### config.mk
export PLATFORM = sky130hd
export DESIGN_NAME = m_frame_scheduler
export DESIGN_NICKNAME = d
export VERILOG_FILES = /design/src/rtl/m_frame_scheduler.sv
export SDC_FILE = /design/constraint.sdc
export NUM_CORES = 1
export LEC_CHECK = 0
export CORE_ASPECT_RATIO = 1.75
export CORE_MARGIN = 5
export CORE_UTILIZATION = 37
export DETAILED_ROUTE_END_ITERATION = 10
export GPL_ROUTABILITY_DRIVEN = 0
export PLACE_DENSITY = 0.77
export SLEW_MARGIN = 15
export SYNTH_ARGS = -nofsm -noshare
export SYNTH_HDL_FRONTEND = slang
export SYNTH_SLANG_ARGS = --single-unit
### constraint.sdc
create_clock -name clock -period 2.2 [get_ports clock]
set_clock_uncertainty 0.15 [all_clocks]
set_input_delay 0.22 -clock clock [delete_from_list [all_inputs] [get_ports clock]]
set_output_delay 0.22 -clock clock [all_outputs]
set_load 0.02 [all_outputs]
### src/rtl/m_frame_scheduler.sv
// m_frame_scheduler
// Paces a game/render loop to a fixed frame tick. Each tick requests one
// game-logic update, freezes the sprite positions for the renderer, runs the
// renderer, then lends the VGA write port to an overlay writer if it asks.
//
// Ports
//   clock, resetn                 system clock, async active-low reset
//   game_step / game_done         update request pulse / update complete
//   in_pos / out_pos              live sprite positions / frame-stable copy
//   rd_enable / rd_finished       renderer enable / renderer done
//   rd_x, rd_y, rd_color          renderer pixel bus
//   ov_req, ov_done / ov_grant    overlay request, completion / grant
//   ov_plot, ov_x, ov_y, ov_color overlay pixel bus
//   vga_plot, vga_x, vga_y, vga_color  arbitrated pixel write port
//   frame_count, overrun_count    completed frames / dropped ticks (saturating)
//   wd_err                        sticky render watchdog error
//
// Build option: define FRAME_WATCHDOG_EN to abort a RENDER phase that lasts
// WD_LIMIT cycles without rd_finished. Without it wd_err is tied low and
// RENDER waits for rd_finished indefinitely.
//
// state     | meaning
// WAIT_TICK | idle until the next frame tick
// UPDATE    | game_step pulsed, waiting for game_done
// SNAPSHOT  | copy in_pos into out_pos
// RENDER    | renderer owns the VGA port
// OVERLAY   | optional overlay writer owns the VGA port
module m_frame_scheduler #(
   parameter int TICK_DIV = 833333,
   parameter int WD_LIMIT = 4095
) (
   input  logic        clock,
   input  logic        resetn,
   output logic        game_step,
   input  logic        game_done,
   input  logic [35:0] in_pos,
   output logic [35:0] out_pos,
   output logic        rd_enable,
   input  logic        rd_finished,
   input  logic [7:0]  rd_x,
   input  logic [6:0]  rd_y,
   input  logic [11:0] rd_color,
   input  logic        ov_req,
   input  logic        ov_done,
   output logic        ov_grant,
   input  logic        ov_plot,
   input  logic [7:0]  ov_x,
   input  logic [6:0]  ov_y,
   input  logic [11:0] ov_color,
   output logic        vga_plot,
   output logic [7:0]  vga_x,
   output logic [6:0]  vga_y,
   output logic [11:0] vga_color,
   output logic [15:0] frame_count,
   output logic [7:0]  overrun_count,
   output logic        wd_err
);

   localparam int TW = (TICK_DIV > 1) ? $clog2(TICK_DIV) : 1;
   localparam logic [TW-1:0] TICK_LAST = TW'(TICK_DIV - 1);

   if (TICK_DIV < 1 || WD_LIMIT < 1) begin : g_param_check
      $error("m_frame_scheduler: TICK_DIV and WD_LIMIT must be at least 1");
   end

   typedef enum logic [2:0] {
      WAIT_TICK = 3'd0,
      UPDATE    = 3'd1,
      SNAPSHOT  = 3'd2,
      RENDER    = 3'd3,
      OVERLAY   = 3'd4
   } state_t;

   state_t        state_q, state_d;
   logic [TW-1:0] tick_cnt;
   logic          tick;
   logic          first_q;
   logic          frame_done;
   logic          wd_timeout;

   assign tick = (tick_cnt == TICK_LAST);

   always_ff @(posedge clock or negedge resetn) begin
      if (!resetn)   tick_cnt <= '0;
      else if (tick) tick_cnt <= '0;
      else           tick_cnt <= tick_cnt + 1'b1;
   end

   // first_q marks the first cycle spent in a state; it gates the game_step
   // pulse and the overlay's entry-time request check.
   always_ff @(posedge clock or negedge resetn) begin
      if (!resetn) begin
         state_q <= WAIT_TICK;
         first_q <= 1'b0;
      end else begin
         state_q <= state_d;
         first_q <= (state_d != state_q);
      end
   end

   assign game_step = (state_q == UPDATE) && first_q;
   assign rd_enable = (state_q == RENDER);
   // Past the entry cycle the grant is already held, so only entry looks at ov_req.
   assign ov_grant  = (state_q == OVERLAY) && (ov_req || !first_q);

   always_comb begin
      state_d    = state_q;
      frame_done = 1'b0;
      case (state_q)
         WAIT_TICK: if (tick) state_d = UPDATE;
         UPDATE:    if (game_done && !first_q) state_d = SNAPSHOT;
         SNAPSHOT:  state_d = RENDER;
         RENDER: begin
            if (rd_finished)     state_d = OVERLAY;
            else if (wd_timeout) state_d = WAIT_TICK;
         end
         OVERLAY: begin
            if (!ov_grant || ov_done) begin
               state_d    = WAIT_TICK;
               frame_done = 1'b1;
            end
         end
         default: state_d = WAIT_TICK;
      endcase
   end

   always_ff @(posedge clock or negedge resetn) begin
      if (!resetn) begin
         out_pos       <= '0;
         frame_count   <= '0;
         overrun_count <= '0;
      end else begin
         if (state_q == SNAPSHOT) out_pos <= in_pos;
         if (frame_done) frame_count <= frame_count + 16'd1;
         if (tick && (state_q != WAIT_TICK) && (overrun_count != 8'hFF))
            overrun_count <= overrun_count + 8'd1;
      end
   end

`ifdef FRAME_WATCHDOG_EN
   localparam int WW = (WD_LIMIT > 1) ? $clog2(WD_LIMIT) : 1;
   localparam logic [WW-1:0] WD_LOAD = WW'(WD_LIMIT - 1);

   logic [WW-1:0] wd_cnt;
   logic          wd_err_q;

   // Reloaded outside RENDER; reaches zero on the WD_LIMIT-th RENDER cycle.
   always_ff @(posedge clock or negedge resetn) begin
      if (!resetn)                  wd_cnt <= '0;
      else if (state_q != RENDER)   wd_cnt <= WD_LOAD;
      else if (wd_cnt != '0)        wd_cnt <= wd_cnt - 1'b1;
   end

   assign wd_timeout = (state_q == RENDER) && (wd_cnt == '0) && !rd_finished;

   always_ff @(posedge clock or negedge resetn) begin
      if (!resetn)         wd_err_q <= 1'b0;
      else if (wd_timeout) wd_err_q <= 1'b1;
   end

   assign wd_err = wd_err_q;
`else
   assign wd_timeout = 1'b0;
   assign wd_err     = 1'b0;
`endif

   always_comb begin
      vga_plot  = 1'b0;
      vga_x     = '0;
      vga_y     = '0;
      vga_color = '0;
      if (state_q == RENDER) begin
         vga_plot  = 1'b1;
         vga_x     = rd_x;
         vga_y     = rd_y;
         vga_color = rd_color;
      end else if (ov_grant) begin
         vga_plot  = ov_plot;
         vga_x     = ov_x;
         vga_y     = ov_y;
         vga_color = ov_color;
      end
   end

endmodule

==> PnR_summary.wiki <==
{| class="wikitable"
! Metric !! Value
|-
| Startpoint Class || register
|-
| Number of buffers created by CTS || 9
|-
| Cells taking the most area after synthesis || dfrtp_1 54%, mux2_2 11%, a22o_1 6.3%
|-
| Worst Path Required || 2.26 ns
|-
| Setup crit end kind || register
|-
| GRT overflow || 0
|-
| Post-route DRC violation count || 0
|-
| Top achievable clock speed || 463 MHz
|-
| Number of antenna violations at the first check in global routing || 0
|-
| Max IR drop VDD || 677 uV
|-
| Hold/Removal Path Class || in2async
|-
| Final Hold Viols || 0
|-
| I/O pin count || 189
|-
| Vias in the first global route || 3766
|-
| Layout overhead on the synthesized area || 64.9%
|-
| Detail Route Antenna Nets || 0
|-
| Post-synthesis instance area || 0.00387 sq mm
|-
| Root buffer cell || clkbuf_16
|-
| GRT Util Overall || 17.8%
|-
| Pin count of the biggest net entering global routing || 69
|-
| Synthesized net count || 433
|-
| Final design instance area without fill || 0.00639 sq mm
|-
| Critical-path maximum fanout || 8
|-
| CTS tree || done
|-
| Slew of the pin with the lowest slew margin || 0.527 ns
|-
| Die area || 0.0127 sq mm
|-
| Cell area after placement || 0.00606 sq mm
|-
| Crit path cell chain || inv_1, ha_2, nor4b_4, nand4_1, or4b_4, mux2_4
|-
| Worst slack at placement || -0.0666 ns
|-
| First-pass GRT wire length || 17700 um
|-
| Final number of max-transition violations || 0
|-
| Number of rows in the core area || 49
|-
| # diodes || 0
|-
| Run status || finished, final reports clean
|-
| Effective utilization at floorplan || 37.6%
|-
| Die Y || 145 um
|-
| Share of layout cells above drive strength 1 || 22.0%
|-
| Iter 0 DRT Violations || 97
|-
| Routed WL per cell || 16.7 um
|-
| Horizontal die dimension || 87.3 um
|-
| Library cell occupying the most area in the post-synthesis netlist || dfrtp_1
|-
| Count of endpoints failing setup in the final report || 0
|-
| Top cell type's share of synthesized area || 54.3%
|-
| CP max stage delay || 0.61 ns
|-
| Slowest CP cell || or4b_4
|-
| Post-layout net count || 642
|-
| Routed wire length || 11300 um
|-
| Worst path buffer plus inverter count || 1
|-
| H-tree depth || 3
|-
| Final-layout worst hold slack || 0.146 ns
|-
| Time the worst path needs with I/O delays and setup || 2.16 ns
|-
| Family of cells with the greatest summed delay on the critical path || simple AND/OR/NAND/NOR gates
|-
| Vias after detailed routing || 3380
|-
| Setup TNS || 0 ns
|-
| Warnings, synthesis || 0
|-
| Final Worst Setup Slack || 0.0423 ns
|-
| Number of unique standard cell types used by synthesis || 39
|-
| Mean cell area of the mapped netlist || 11.7 sq um
|-
| Maximum count of clock buffers along a single path || 2
|-
| Clock edge transition at the registers on the reported setup and hold paths || 0.06 ns
|-
| First drt pass iteration count || 4
|-
| Fraction of the cycle the final worst path needs || 98.1%
|-
| Quantity of I/O buffers inserted on ports || 187
|-
| Max-Cap Viols || 0
|-
| Proportion of synthesized chip area in sequential cells || 54.3%
|-
| Total number of clock tree sinks || 84
|-
| Cell count after synthesis || 332
|-
| Yosys reg bits || 84
|-
| Worst Path Arrival || 2.22 ns
|-
| Max-slew headroom at the worst pin || 64.6%
|-
| P per Cell Area || 1020 mW/mm^2
|-
| Vias per std cell || 5.02
|-
| RSZ-0062 raised after global routing || true
|-
| Post-detailed-placement half-perimeter wirelength || 9020 um
|-
| Core ar. || 0.0103 sq mm
|-
| Leak || 2.86 nW
|-
| Worst-skew pair later-pin latency || 0.33 ns
|-
| Startpoint-to-endpoint class of the critical path || reg2reg
|}
[synth_stat cells, drive strengths merged]
cell type	count
nor2	30
and2	2
nor2b	3
a22oi	1
or3b	1
inv	8
clkbuf	9
buf	7
a21oi	1
a21o	1
and3	5
xor2	15
and4bb	1
nor3b	2
nor4	2
nand2b	1
nor4b	1
mux2	38
or4b	1
dfrtp	84
nor4bb	1
o21ai	2
a211oi	1
ha	4
and4	1
nand2	19
nor3	11
xnor2	23
a22o	28
nand3b	1
nand3	19
conb	1
nand4	8
[where the power goes]
group	switching, mW	leakage (nW)	internal [mW]
sequential	0.206	1.07	1.94
combinational	1.32	1.63	1.48
clock	0.598	0.156	1.00
total	2.12	2.86	4.42
[kinds of logic after synthesis]
kind of cell	share of synthesized area (%)
flops	54.3
other cells	0.0968
simple gates	14.7
compound gates	7.30
buf+inv	2.75
fa+ha+maj	1.29
xor+xnor	8.59
mux	11.0
[layout make-up]
| type | count | area [sq um] |
|---|---|---|
| clock buffers | 9 | 225 |
| clock inverters | 7 | 98.8 |
| fillers | 821 | 3910 |
| inverters | 8 | 30.0 |
| multi-input cells | 224 | 1720 |
| flip-flops and latches | 84 | 2100 |
| well taps | 127 | 159 |
| repair buffers | 214 | 2050 |
[repair_timing]
action / in CTS / in global routing
resized for setup: 86 / 29
hold buffers: 1 / 0
pin swaps: 2 / 8
cloned: 0 / 1
buffers inserted: 1 / 1
endpoints found under the setup margin: 32 / 34
endpoints found under the hold margin: 84 / 0
[worst paths after layout]
path | start | end | slack [ns] | cells after the start
setup / recovery | tick_cnt[1] | overrun_count[1] | 0.04 | 6
hold / removal | resetn | out_pos[31] | 0.15 | 2
setup reg to reg | tick_cnt[1] | overrun_count[1] | 0.04 | 6
hold reg to reg | frame_count[15] | frame_count[15] | 0.33 | 1
max in group asynchronous | resetn | tick_cnt[18] | 1.11 | 3
min in group clock | frame_count[15] | frame_count[15] | 0.33 | 1
[metal layers]
| layer | GRT usage, % | share of wire (%) | up-vias | wire length, um |
|---|---|---|---|---|
| li1 | - | - | 1586 | - |
| met2 | 33.9 | 56 | 173 | 6340 |
| met4 | 7.68 | 3.2 | 0 | 358 |
| met1 | 17.0 | 32 | 1598 | 3600 |
| met3 | 4.82 | 8.5 | 23 | 960 |
| met5 | 0 | 0 | - | 0 |
[sequential cells by signal, summed over array words and instances, names as in the netlist]
| register | flops |
|---|---|
| first_q | 1 |
| out_pos | 36 |
| tick_cnt | 20 |
| state_q | 3 |
| frame_count | 16 |
| overrun_count | 8 |
[through the flow]
step	power [mW]	std cells	utilization (%)
2_1_floorplan	3.61	332	-
3_3_place_gp	5.01	654	58.9
3_5_place_dp	5.11	654	58.9
4_1_cts	6.69	672	62.6
5_1_grt	6.88	673	62.0
6_report	6.54	673	62.0
[worst register-to-register path, delay by kind of cell, from the launching register on]
| family | cells | cell delay [ns] |
|---|---|---|
| fa+ha+maj | 1 | 0.17 |
| buf+inv | 1 | 0.06 |
| flops | 1 | 0.38 |
| mux | 1 | 0.33 |
| simple gates | 3 | 0.95 |
[layout by cell type, fill, tap and decap left out, types with 2 or more instances in the layout]
master	instances
buf_4	22
nor2b_1	2
dlygate4sd2_1	3
ha_1	3
nor4_1	2
a22o_1	28
nand2_1	19
nor2_1	29
clkdlybuf4s50_1	155
clkbuf_16	10
clkbuf_2	3
nand4_1	8
inv_6	2
bufinv_16	2
inv_1	8
mux2_2	37
and3_1	5
clkdlybuf4s15_2	8
dfrtp_1	84
buf_2	17
buf_12	4
xor2_1	15
nand3_1	19
xnor2_1	23
nor3_1	7
nor3_4	3
Power figures use the tool's default switching activity.
